File: config.mk
export PLATFORM = sky130hd
export DESIGN_NAME = result_display_flat
export DESIGN_NICKNAME = d
export VERILOG_FILES = /design/src/rtl/result_display_pkg.sv /design/src/rtl/result_display_if.sv /design/src/rtl/seg7_decoder.sv /design/src/rtl/result_display.sv /design/src/flat_wrapper.sv
export SDC_FILE = /design/constraint.sdc
export NUM_CORES = 1
export LEC_CHECK = 0
export CAP_MARGIN = 15
export CORE_ASPECT_RATIO = 2
export CORE_MARGIN = 2
export CORE_UTILIZATION = 50
export CTS_BUF_LIST = sky130_fd_sc_hd__clkbuf_4
export DETAILED_ROUTE_END_ITERATION = 8
export MAX_ROUTING_LAYER = met4
export PLACE_DENSITY = 0.79
export SETUP_SLACK_MARGIN = 0.5
export SYNTH_ARGS = -nofsm -noshare
export SYNTH_HDL_FRONTEND = slang
export SYNTH_SLANG_ARGS = --single-unit
File: constraint.sdc
create_clock -name clk_i -period 2.7 [get_ports clk_i]
set_clock_uncertainty 0.05 [all_clocks]
set_input_delay 0.27 -clock clk_i [delete_from_list [all_inputs] [get_ports clk_i]]
set_output_delay 0.27 -clock clk_i [all_outputs]
set_load 0.1 [all_outputs]
File: src/rtl/result_display_pkg.sv
// result_display_pkg: shared types and seven-segment glyph constants for the result display
package result_display_pkg;
  typedef enum logic {IDLE, CONV} state_t;
  typedef struct packed {
    logic       blank;
    logic [3:0] nib;
  } digit_t;
  localparam logic [6:0] BLANK = 7'b1111111;
  localparam logic [15:0][6:0] GLYPHS = {
    7'b0001110, 7'b0000110, 7'b0100001, 7'b1000110,
    7'b0000011, 7'b0001000, 7'b0010000, 7'b0000000,
    7'b1111000, 7'b0000010, 7'b0010010, 7'b0011001,
    7'b0110000, 7'b0100100, 7'b1111001, 7'b1000000
  };
  localparam digit_t BLANK_DIGIT = '{blank: 1'b1, nib: 4'h0};
endpackage

File: src/rtl/result_display_if.sv
// result_display_if: result/op-select load port (res_i, sel_i, load_i, dec_i) and display drive (busy_o, an_o, seg_o, dp_o)
interface result_display_if;
  logic [7:0] res_i;
  logic [1:0] sel_i;
  logic       load_i;
  logic       dec_i;
  logic       busy_o;
  logic [3:0] an_o;
  logic [6:0] seg_o;
  logic       dp_o;
  modport master (output res_i, sel_i, load_i, dec_i, input busy_o, an_o, seg_o, dp_o);
  modport slave (input res_i, sel_i, load_i, dec_i, output busy_o, an_o, seg_o, dp_o);
endinterface

File: src/rtl/seg7_decoder.sv
// seg7_decoder: digit code (blank flag + nibble) in d, active-low gfedcba pattern out on seg
module seg7_decoder
  import result_display_pkg::*;
(
  input  digit_t     d,
  output logic [6:0] seg
);
  assign seg = d.blank ? BLANK : GLYPHS[d.nib];
endmodule

File: src/rtl/result_display.sv
// result_display: hex/decimal 4-digit multiplexed seven-segment output stage; ports clk_i, rst_i (sync, high), bus (slave: res/sel/load/dec in, busy/an/seg/dp out)
module result_display
  import result_display_pkg::*;
#(
  parameter int REFRESH_DIV = 100000
) (
  input logic             clk_i,
  input logic             rst_i,
  result_display_if.slave bus
);
  localparam int PW = $clog2(REFRESH_DIV);
  logic [PW-1:0] presc;
  logic [1:0]    idx;
  state_t        state, state_n;
  logic [19:0]   sh, adj, sh_n;
  logic [11:0]   bcd;
  logic [2:0]    cnt;
  logic [1:0]    sel_p, sel_d;
  digit_t        d0, d1, d2, cur;
  always_ff @(posedge clk_i)
    if (rst_i) begin
      presc <= '0;
      idx   <= '0;
    end else if (presc == PW'(REFRESH_DIV - 1)) begin
      presc <= '0;
      idx   <= idx + 2'd1;
    end else begin
      presc <= presc + 1'b1;
    end
  always_ff @(posedge clk_i)
    state <= rst_i ? IDLE : state_n;
  always_comb
    state_n = state == IDLE ? ((bus.load_i && bus.dec_i) ? CONV : IDLE)
                            : (cnt == 3'd7 ? IDLE : CONV);
  // one double-dabble step: add 3 to every BCD nibble >= 5, then shift left
  always_comb begin
    adj = sh;
    for (int k = 0; k < 3; k++)
      if (adj[8+4*k +: 4] >= 4'd5) adj[8+4*k +: 4] = adj[8+4*k +: 4] + 4'd3;
    sh_n = {adj[18:0], 1'b0};
    bcd  = sh_n[19:8];
  end
  always_ff @(posedge clk_i)
    if (rst_i) begin
      d0    <= '0;
      d1    <= '0;
      d2    <= BLANK_DIGIT;
      sel_d <= '0;
      sel_p <= '0;
      sh    <= '0;
      cnt   <= '0;
    end else if (state == IDLE && bus.load_i) begin
      sel_p <= bus.sel_i;
      cnt   <= '0;
      if (bus.dec_i) begin
        sh <= {12'b0, bus.res_i};
      end else begin
        d0    <= {1'b0, bus.res_i[3:0]};
        d1    <= {1'b0, bus.res_i[7:4]};
        d2    <= BLANK_DIGIT;
        sel_d <= bus.sel_i;
      end
    end else if (state == CONV) begin
      sh  <= sh_n;
      cnt <= cnt + 3'd1;
      // display only changes once the final BCD value exists
      if (cnt == 3'd7) begin
        d0    <= {1'b0, bcd[3:0]};
        d1    <= {bcd[11:4] == 8'd0, bcd[7:4]};
        d2    <= {bcd[11:8] == 4'd0, bcd[11:8]};
        sel_d <= sel_p;
      end
    end
  assign cur = idx == 2'd3 ? digit_t'({3'b000, sel_d}) : idx == 2'd2 ? d2 : idx[0] ? d1 : d0;
  seg7_decoder u_dec (.d(cur), .seg(bus.seg_o));
  assign bus.an_o   = ~(4'b0001 << idx);
  assign bus.dp_o   = ~&idx;
  assign bus.busy_o = state == CONV;
endmodule

File: src/flat_wrapper.sv
// flat-port wrapper written by rule: the top's interface ports become plain ports
module result_display_flat import result_display_pkg::*;
#(
  parameter int REFRESH_DIV = 100000
)
  (clk_i, rst_i, bus_res_i, bus_sel_i, bus_load_i, bus_dec_i, bus_busy_o, bus_an_o, bus_seg_o, bus_dp_o);
  result_display_if bus_i ();
  input logic clk_i;
  input logic rst_i;
  input wire logic [$bits(bus_i.res_i)-1:0] bus_res_i;
  input wire logic [$bits(bus_i.sel_i)-1:0] bus_sel_i;
  input wire logic [$bits(bus_i.load_i)-1:0] bus_load_i;
  input wire logic [$bits(bus_i.dec_i)-1:0] bus_dec_i;
  output wire logic [$bits(bus_i.busy_o)-1:0] bus_busy_o;
  output wire logic [$bits(bus_i.an_o)-1:0] bus_an_o;
  output wire logic [$bits(bus_i.seg_o)-1:0] bus_seg_o;
  output wire logic [$bits(bus_i.dp_o)-1:0] bus_dp_o;
  assign bus_i.res_i = bus_res_i;
  assign bus_i.sel_i = bus_sel_i;
  assign bus_i.load_i = bus_load_i;
  assign bus_i.dec_i = bus_dec_i;
  assign bus_busy_o = bus_i.busy_o;
  assign bus_an_o = bus_i.an_o;
  assign bus_seg_o = bus_i.seg_o;
  assign bus_dp_o = bus_i.dp_o;
  result_display #(.REFRESH_DIV(REFRESH_DIV)) u_core (.clk_i(clk_i), .rst_i(rst_i), .bus(bus_i));
endmodule
Word level (Yosys, flattened, before mapping)
Memories as Yosys holds them, arrays and structs flattened.
Cells that the tools add are included.
{ "op_classes": {"n_reduce_logical": 12, "bitwise_logic": 2, "n_addsub": 6, "magnitude_cmp": 4, "muxes": 30, "shifts": 1, "eq_ne": 6} }
{ "op_table": {"columns": ["op", "n"], "rows": [
  ["$mux 5", 15],
  ["$mux 20", 3],
  ["$add 17x1->17 const B", 1],
  ["$eq 17x17->1 const B", 1],
  ["$mux 7", 2],
  ["$ge 4x3->1 const B", 3],
  ["$add 4x2->4 const B", 2],
  ["$logic_not 8->1", 1],
  ["$mux 2", 4],
  ["$mux 4", 2],
  ["$lt 4x5->1 const B", 1],
  ["$eq 2x2->1 const B", 2],
  ["$logic_not 4->1", 1],
  ["$ne 2x2->1 const B", 2],
  ["$not 4->4", 1],
  ["$reduce_and 2->1", 2],
  ["$reduce_bool 2->1", 2],
  ["$reduce_or 2->1", 2],
  ["$shl 1x2->4 const A", 1],
  ["$add 3x1->3 const B", 1],
  ["$add 3x2->3 const B", 1],
  ["$eq 3x3->1 const B", 1],
  ["$mux 1", 3],
  ["$mux 3", 1],
  ["other kinds (5)", 6]
]} }
{ "word_totals": {"n_memories": 1, "ff_bits": 62, "word_cells": 75, "output_inout_bits": 13, "mem_bits_ro": 112, "in_bits": 14} }
{ "memory_table": {"columns": ["memory", "depth", "word_bits", "rd", "rd_ports_with_merged_regs", "write_ports", "line", "rtl"], "rows": [
  ["(name not given)", 16, 7, 1, 0, 0, "seg7_decoder.sv:8", "assign seg = d.blank ? BLANK : GLYPHS[d.nib];"]
]} }

Logic depth before layout (Yosys ltp)
Gate-level depths: netlist (run 1).
{ "depth": {"word_depth": 6, "mapped_depth": 12} }

Hierarchy
A second synthesis (run 1) with hierarchy kept.
{ "hier_totals": {"hier_cells": 392, "area_unflattened_um2": 3263.1} }
{ "by_module_without_submodules": {"columns": ["module", "area_per_inst_um2", "instances", "cells_each"], "rows": [
  ["result_display", 2964.1, 1, 357],
  ["seg7_decoder", 299.0, 1, 35]
]} }

Worst setup path before layout (run 1)
No wires, ideal clock.
{ "synth_path": {"path_kind": "reg-to-output", "from": "reg u_core.idx[0]", "to": "out bus_seg_o[6]", "required_ps": 2380, "setup_slack_ps": -1496, "n_path_buf": 0, "arrival_time_ps": 3876, "path_stages_with_launch": 9, "path_cell_list": "dfxtp_1 ha_1 inv_1 a21boi_0 inv_1 ha_1 nor2b_1 a21oi_1 o221ai_1"} }
{ "synth_between": {"elab_chain_cells": 6} }
{ "synth_rtl": {"columns": ["element", "line", "rtl"], "rows": [
  ["start, declared", "result_display.sv:13", "logic [1:0] idx;"],
  ["start signal, assigned", "result_display.sv:26", "idx <= idx + 2'd1;"],
  ["$eq 2x2->1 / $mux 5 (equally long branches)", "result_display.sv:74", "assign cur = idx == 2'd3 ? digit_t'({3'b000, sel_d}) : idx == 2'd2 ? d2 : idx[0] ? d1 : d0;"],
  ["$mux 5", "result_display.sv:74", null],
  ["$mux 5 *", "result_display.sv:74", null],
  ["$mem_v2 16x7", null, null],
  ["$mux 7 (not written as such)", "seg7_decoder.sv:8", null],
  ["$mux 7 *", "seg7_decoder.sv:8", null],
  ["end, declared", "flat_wrapper.sv:16", "output wire logic [$bits(bus_i.seg_o)-1:0] bus_seg_o;"]
]} }
Mark *: on every way between the ends. The rest lies on a longest branch, timed or not. The select of a mux whose other input is x is not followed.

Worst setup path in the final report (run 1)
{ "layout_path": {"from": "reg u_core.idx[0]", "to": "out bus_seg_o[3]"} }
The elaborated chain is that of the path after synthesis.

==> results of run 1 <==
-- report_power, final --
part / switching [mW] / internal [mW]
logic: 0.251 / 0.181
registers: 0.0203 / 0.925
clock network: 0.299 / 0.181
-- registers in the layout (all words and copies together) (netlist names) --
| register | flops |
|---|---|
| u_core.presc | 17 |
| u_core.d2 | 5 |
| u_core.d1 | 5 |
| u_core.idx | 2 |
| u_core.sel_d | 2 |
| u_core.sh | 20 |
| u_core.cnt | 3 |
| u_core.d0 | 4 |
| u_core.bus.busy_o | 1 |
| u_core.sel_p | 2 |
-- layout by cell type, fill, tap and decap left out, types with 7 or more instances in the layout --
cell	count
a311oi_1	9
nand2_1	44
clkbuf_4	10
ha_4	7
mux2i_1	12
buf_4	38
clkdlybuf4s50_1	13
xor2_1	11
buf_12	8
nand4_1	8
a21oi_1	20
nand2b_1	7
dfxtp_1	59
nor2_1	61
ha_1	11
nor3b_1	7
inv_1	10
xnor2_1	8
-- worst max-delay path, stage by stage (launching register included) --
cell     delay (ns)
dfxtp_4        0.39
inv_4          0.08
ha_4           0.21
inv_12         0.04
mux2i_4        0.18
o21ai_2        0.19
inv_2          0.09
ha_4           0.22
inv_2          0.06
mux2i_1        0.06
mux2_4         0.31
nand2_8        0.06
buf_12         0.17
-- repair_timing --
| action | in CTS | in global routing |
|---|---|---|
| resized for setup | 14 | 9 |
| endpoints found under the setup margin | 7 | 7 |
| pin swaps | 8 | 7 |
| setup buffers | 18 | 6 |
| endpoints found under the hold margin | 0 | 0 |
-- layer usage --
layer	vias up	part of all wire [%]
li1	1452	-
met1	1363	37
met2	52	56
met3	24	2.7
met4	0	4.6
met5	-	0
-- worst paths after layout --
kind / end / slack [ns] / depth (start not counted)
max: bus_seg_o[3] / -0.07 / 12
min: u_core.presc[0] / 0.42 / 1
max reg2reg: u_core.presc[2] / 0.70 / 6
min reg2reg: u_core.presc[0] / 0.42 / 1
-- cell usage after synthesis (all sizes together), types with 5 or more instances --
library cell | n | area [µm²]
nor3 | 5 | 25.02
xor2 | 11 | 96.34
nand2b | 8 | 50.05
nand4 | 8 | 50.05
clkbuf | 7 | 26.28
inv | 17 | 63.81
a311oi | 9 | 78.83
nand3 | 6 | 30.03
nor3b | 7 | 52.55
nor2 | 61 | 229.0
o21ai | 11 | 58.81
ha | 19 | 237.7
xnor2 | 8 | 70.07
a211oi | 7 | 65.06
buf | 12 | 77.57
a22oi | 6 | 45.04
a21oi | 23 | 115.1
nand2 | 47 | 176.4
dfxtp | 61 | 1221
mux2i | 15 | 153.9
-- final cells by class --
cell class | instances | area, µm²
inverters | 17 | 85.08
well taps | 86 | 107.6
flip-flops and latches | 61 | 1229
repair buffers | 60 | 586.8
fillers | 510 | 2043
multi-input cells | 291 | 2166
clock inverters | 4 | 17.52
clock buffers | 10 | 75.07
-- kinds of logic after synthesis --
kind of cell,count (synthesis)
AOI/OAI and AO/OA,76
xor gates and xnor gates,19
adders and majority gates,19
buffers and inverters,36
DFF,61
muxes,19
and+or+nand+nor,158
-- per-stage QoR --
| stage | power (mW) | hold WS (ns) |
|---|---|---|
| after global placement | 1.348 | 0.3932 |
| after floorplan | 1.235 | 0.3784 |
| after global routing | 1.943 | 0.4453 |
| final | 1.857 | 0.4200 |
| after CTS | 1.857 | 0.3986 |
| after detailed placement | 1.357 | 0.3992 |
==> impl_results.md, run 1 <==
* Layout cells sized above 1 at 24.38%
* Compound-Gate Fraction of Synth Area at 16.55%
* Drt initial violations at between 100 and 150
* Reg2reg start: u_core.presc[0]
* Final nets at 473
* Final core utilization at around 68%
* RSZ-0062 raised after global routing: yes
* Worst-path clk slew at 0.09 ns
* Min-Delay Startpoint: u_core.presc[0]
* H-tree levels at 3
* CTS Hold Bufs at 0
* Initial antenna violation count at 0
* Num CTS Buffers at 9
* HP Class: reg2reg
* Placed insts at 491
* GRT Util Overall at 24.81%
* Post-Syn Instances at 388
* Fmax at 361.4 MHz
* Setup WS pre-CTS at 0.1178 ns
* TritonCTS clock tree: built
* Root buffer cell: clkbuf_4
* Global Route met3 Usage at 4.376%
* DRT antenna net count at 0
* Main combinational cell family by area after synthesis: simple AND/OR/NAND/NOR gates
* Core Region at ~6300 µm²
* # IOs at 27
* Die width at 61.15 µm
* Synthesized Nets at ~420
* Crit. Startpoint: u_core.idx[0]
* Area added between synthesis and finish at 30.65%
* Max Cap Viol at 0
* GRT met2 Usage at a little over two fifths
* Outcome: complete, but fails checks
* Peak VDD IR at 0.0003695 V
* Synth Flop Type: dfxtp_1
* Setup crit start kind: flop
* GRT Residual Overflow at 0
* Min cycle time layout at between 2 and 3 ns
* Total power divided by cell area at 435.3 nW/µm²
* Mux cell area share after synthesis at 6.207%
* Die area at 7233 µm²
* Worst Setup End Kind: primary output
* EDFF count, synth at 0
* Gr busiest metal: met2
* Clock Latency Late Sink at 0.39 ns
* WL/cell at 14.99 µm
* Setup_tns at -0.1857 ns
* Setup violators final at 6
* Fin cells at 529
* Drt pass-1 iters at 4
* Kind of critical path: reg2out
* DP Area at 3884 µm²
* Vias after detailed routing at between 2000 and 3000
* CTS Buffer Depth at 2
* Diodes inserted at 0
* Final instance area at roughly 4300 µm²
* Initial Util at 51.75%
* Synth Area in Simple Gates at 22.34%
* Yosys cell types at 53
* Required @ worst endpoint at 2.38 ns
* Leakage Power at ~1.6 nW
* Worst-path fanout max at 7
* Synth Cell Area at 3266 µm²
* Rel. slew slack at 56.82%
* Ys async rst share at 0%
* Port-buffer cells at 26
* Largest net degree at the start of global routing at 46
* Routed vias/inst at 5.465
* # rows at 41
* Failing checks: setup timing
* Tcrit/Tclk final at 102.5%
* Clock Sinks at 61
* XOR/XNOR Fraction of Synth Area at 5.096%
* Post-route setup slack at -0.06667 ns
* DPL Wire Length at 5673 µm
* Vias in the first global route at 2982
* Critical Path AT at 2.45 ns
* Routability cong. at about 0.84
* Met1 usage at roughly a quarter
* Max Slew Vio Count at 0
* Total Routed Length at 7931 µm
* Sequential cell area fraction in the yosys report at ~37%
* DRC Markers at 0
* First-pass GRT wire length at 13510 µm
* Synthesized area per cell at approximately 8.4 µm²
* Final Hold Violating Endpoints at 0
* Yosys warnings at 0
* FF+latch count, synth at between 60 and 70
* Chip Height at 118.3 µm
* Post-Synth Adder-Cell Area at 7.280%
* Worst-margin pin slew at 0.6476 ns
No activity file was read; power rests on OpenSTA's default activity.
==> run 2: changes to the inputs <==
CORE_UTILIZATION = 55   (was 50)
GPL_TIMING_DRIVEN = 0   (was default)
PLACE_DENSITY = 0.85   (was 0.79)
==> run 2 against run 1 <==
Effect of this change:
- the run still ends with setup timing left
- via count grew 7.6%
- first-iteration DRC count up 37%
- combinational power increased by 4.8%
- sequential share of layout area fell by 0.72 points
- critical path depth is 1 lower
- register-to-register slack better by 0.03 ns
- sequential cell count stayed put
- critical endpoint unchanged
- non-clock buffer count increased by 18
- critical path type unchanged
==> impl_results.md, run 2 (synthesis gave the netlist of run 1 again) <==
* H-tree levels at 3 (unchanged)
* Worst Setup End Kind: primary output
* # IOs at 27 (unchanged)
* GRT Residual Overflow at 0 (unchanged)
* Biggest register: u_core.sh
* Initial antenna violation count at 0 (unchanged)
* Diodes inserted at 0 (unchanged)
* DPL Wire Length at 6131 µm (+8.1%)
* DRT antenna net count at 0 (unchanged)
* RSZ-0062 raised after global routing: yes
* CTS Buffer Depth at 2 (unchanged)
* Max Cap Viol at 0 (unchanged)
* Tcrit/Tclk final at 111.1% (+8.6 points)
* Peak VDD IR at 0.0007140 V (+93%)
* Max reg flops at 20 (unchanged)
* Failing checks: setup timing
* Clock Latency Late Sink at 0.42 ns (+0.03 ns)
* Worst-path fanout max at 4 (-3)
* Initial Util at 57.20% (+5.4 points)
* Final nets at 491 (+3.8%)
* Vias in the first global route at 3079 (+3.3%)
* Sw frac at 30.42% (-0.30 points)
* Root buffer cell: clkbuf_4
* Comb power frac at 22.9% (-0.4 points)
* Kind of critical path: reg2out
* WL/cell at 18.32 µm (+22%)
* TritonCTS clock tree: built
* Commonest non-fill, non-tap cells in the layout: nor2_1 (61), dfxtp_1 (59), nand2_1 (46)
* Final Hold Violating Endpoints at 0 (unchanged)
* Internal power at 1.380 mW (+7.3%)
* Layout cells sized above 1 at 24.30% (-0.084 points)
* CTS Hold Bufs at 0 (unchanged)
* Chip Height at 113.0 µm (-4.5%)
* Largest regs: u_core.sh: 20 flops, u_core.presc: 17 flops
* Max Slew Vio Count at 0 (unchanged)
* First-pass GRT wire length at 14160 µm (+4.8%)
* Required @ worst endpoint at 2.38 ns (about the same)
* Placed insts at 474 (-3.5%)
* Setup violators final at 7 (+1)
* Setup WS pre-CTS at -1.039 ns (-1.157 ns)
* Clock Sinks at 61 (unchanged)
* Total power divided by cell area at 453.4 nW/µm² (+4.2%)
* Drt initial violations at 141 (+37%)
* Vias after detailed routing at 3110 (+7.6%)
* Die width at 58.49 µm (-4.4%)
* Fin cells at 522 (-1.3%)
* Setup crit start kind: flop
* # rows at 39 (-4.9%)
* Outcome: complete, but fails checks
* Register area at 1229 µm² (unchanged)
* Fill count at 381 (-25%)
* Port-buffer cells at 25 (-3.8%)
* Min cycle time layout at 3.000 ns (+0.2330 ns)
* Post-route setup slack at -0.2997 ns (-0.2330 ns)
* Pwr Total at 1.984 mW (+6.8%)
* Critical Path AT at 2.68 ns (+0.23 ns)
* Total Routed Length at 9563 µm (+21%)
* GRT Util Overall at 29.36% (+4.6 points)
* Largest net degree at the start of global routing at 11 (-76%)
* DRC Markers at 0 (unchanged)
* Worst-margin pin slew at 0.9517 ns (+0.3042 ns)
* Area added between synthesis and finish at 33.98%
* Worst-path clk slew at 0.10 ns (about the same)
* Rel. slew slack at 36.80% (-20 points)
* Num CTS Buffers at 9 (unchanged)
* Fmax at 333.4 MHz (-7.8%)
* Net switching power at 603.6 µW (+5.8%)
* Routability cong. at 0.8775 (+4.4%)
* Core Region at 5709 µm² (-9.5%)
* Routed vias/inst at 5.958 (+9.0%)
* Leakage Power at 1.693 nW (+4.3%)
* Multi-input gate area at 2160 µm² (-0.29%)
* Drt pass-1 iters at 5 (+1)
* Most common cell after layout, fill and taps aside: nor2_1
* HP Class: in2reg
* Clock group share of total power at 29.5% (+3.7 points)
* Die area at 6607 µm² (-8.7%)
* Sequential power share at 47.6% (-3.3 points)
[run 2: cell count changes in the layout (fill, tap and decap cells not counted), moves of 4 or more]
cell | previous run | this run
buf_2 | 0 | 6
buf_4 | 38 | 33
buf_6 | 1 | 5
clkbuf_1 | 0 | 7
[run 2: metrics by stage]
stage                       TNS, ns  hold slack (ns)  util (%)  area, µm²
after detailed placement     -5.722           0.3950     66.84       3816
after global placement       -5.433           0.3919     66.84       3816
after global routing         -2.078           0.3106     76.64       4375
after floorplan           -0.005224           0.3784         -       3490
after CTS                   -0.7493           0.2445     73.90       4219
final                        -1.418           0.2771     76.64       4375
[run 2: layout make-up]
| class | count | share of cell area (%) |
|---|---|---|
| plain buffers | 19 | 2.459 |
| multi-input cells | 291 | 49.36 |
| repair buffers | 59 | 13.58 |
| flip-flops and latches | 61 | 28.08 |
| inverters | 17 | 2.116 |
| well taps | 61 | 1.744 |
| clock inverters | 4 | 0.9437 |
| clock buffers | 10 | 1.716 |
[run 2: worst paths after layout]
path / start / to / slack, ns / cells after the start
worst min-delay path: rst_i / u_core.sh[4] / 0.28 / 2
worst min register to register: u_core.d1[0] / u_core.d1[0] / 0.41 / 2
worst max register to register: u_core.sh[12] / u_core.d1[2] / 0.73 / 7
worst max-delay path: u_core.idx[0] / bus_seg_o[3] / -0.30 / 11
[run 2: power by group through the flow]
stage | registers [mW] | logic (mW) | clock network, mW
floorplan | 0.966 | 0.269 | 0
global placement | 0.962 | 0.357 | 0
detailed placement | 0.964 | 0.364 | 0
CTS | 0.942 | 0.416 | 0.589
global route | 0.947 | 0.477 | 0.642
finish | 0.944 | 0.454 | 0.585
[run 2: critical path, cell delays in order (launching register included)]
cell and delay (ns):
dfxtp_4 0.37, buf_8 0.12, buf_6 0.11, mux2i_4 0.23
o21ai_2 0.11, a21boi_4 0.30, inv_4 0.09, ha_1 0.28
mux2i_1 0.20, mux2_4 0.22, nand2_8 0.05, buf_12 0.17
[run 2: what timing repair did]
item | 4_1_cts | 5_1_grt
setup endpoints to repair | 13 | 10
pin swaps | 7 | 5
resized for setup | 96 | 17
hold endpoints to repair | 0 | 0
setup buffers | 20 | 14
[run 2: layer usage]
metal  part of all wire (%)  GRT usage, %  up-vias
li1                       -             -     1480
met1                     32         25.37     1476
met2                     57         54.76      106
met3                    3.6         5.714       48
met4                    6.9         17.36        0
met5                      0             -        -
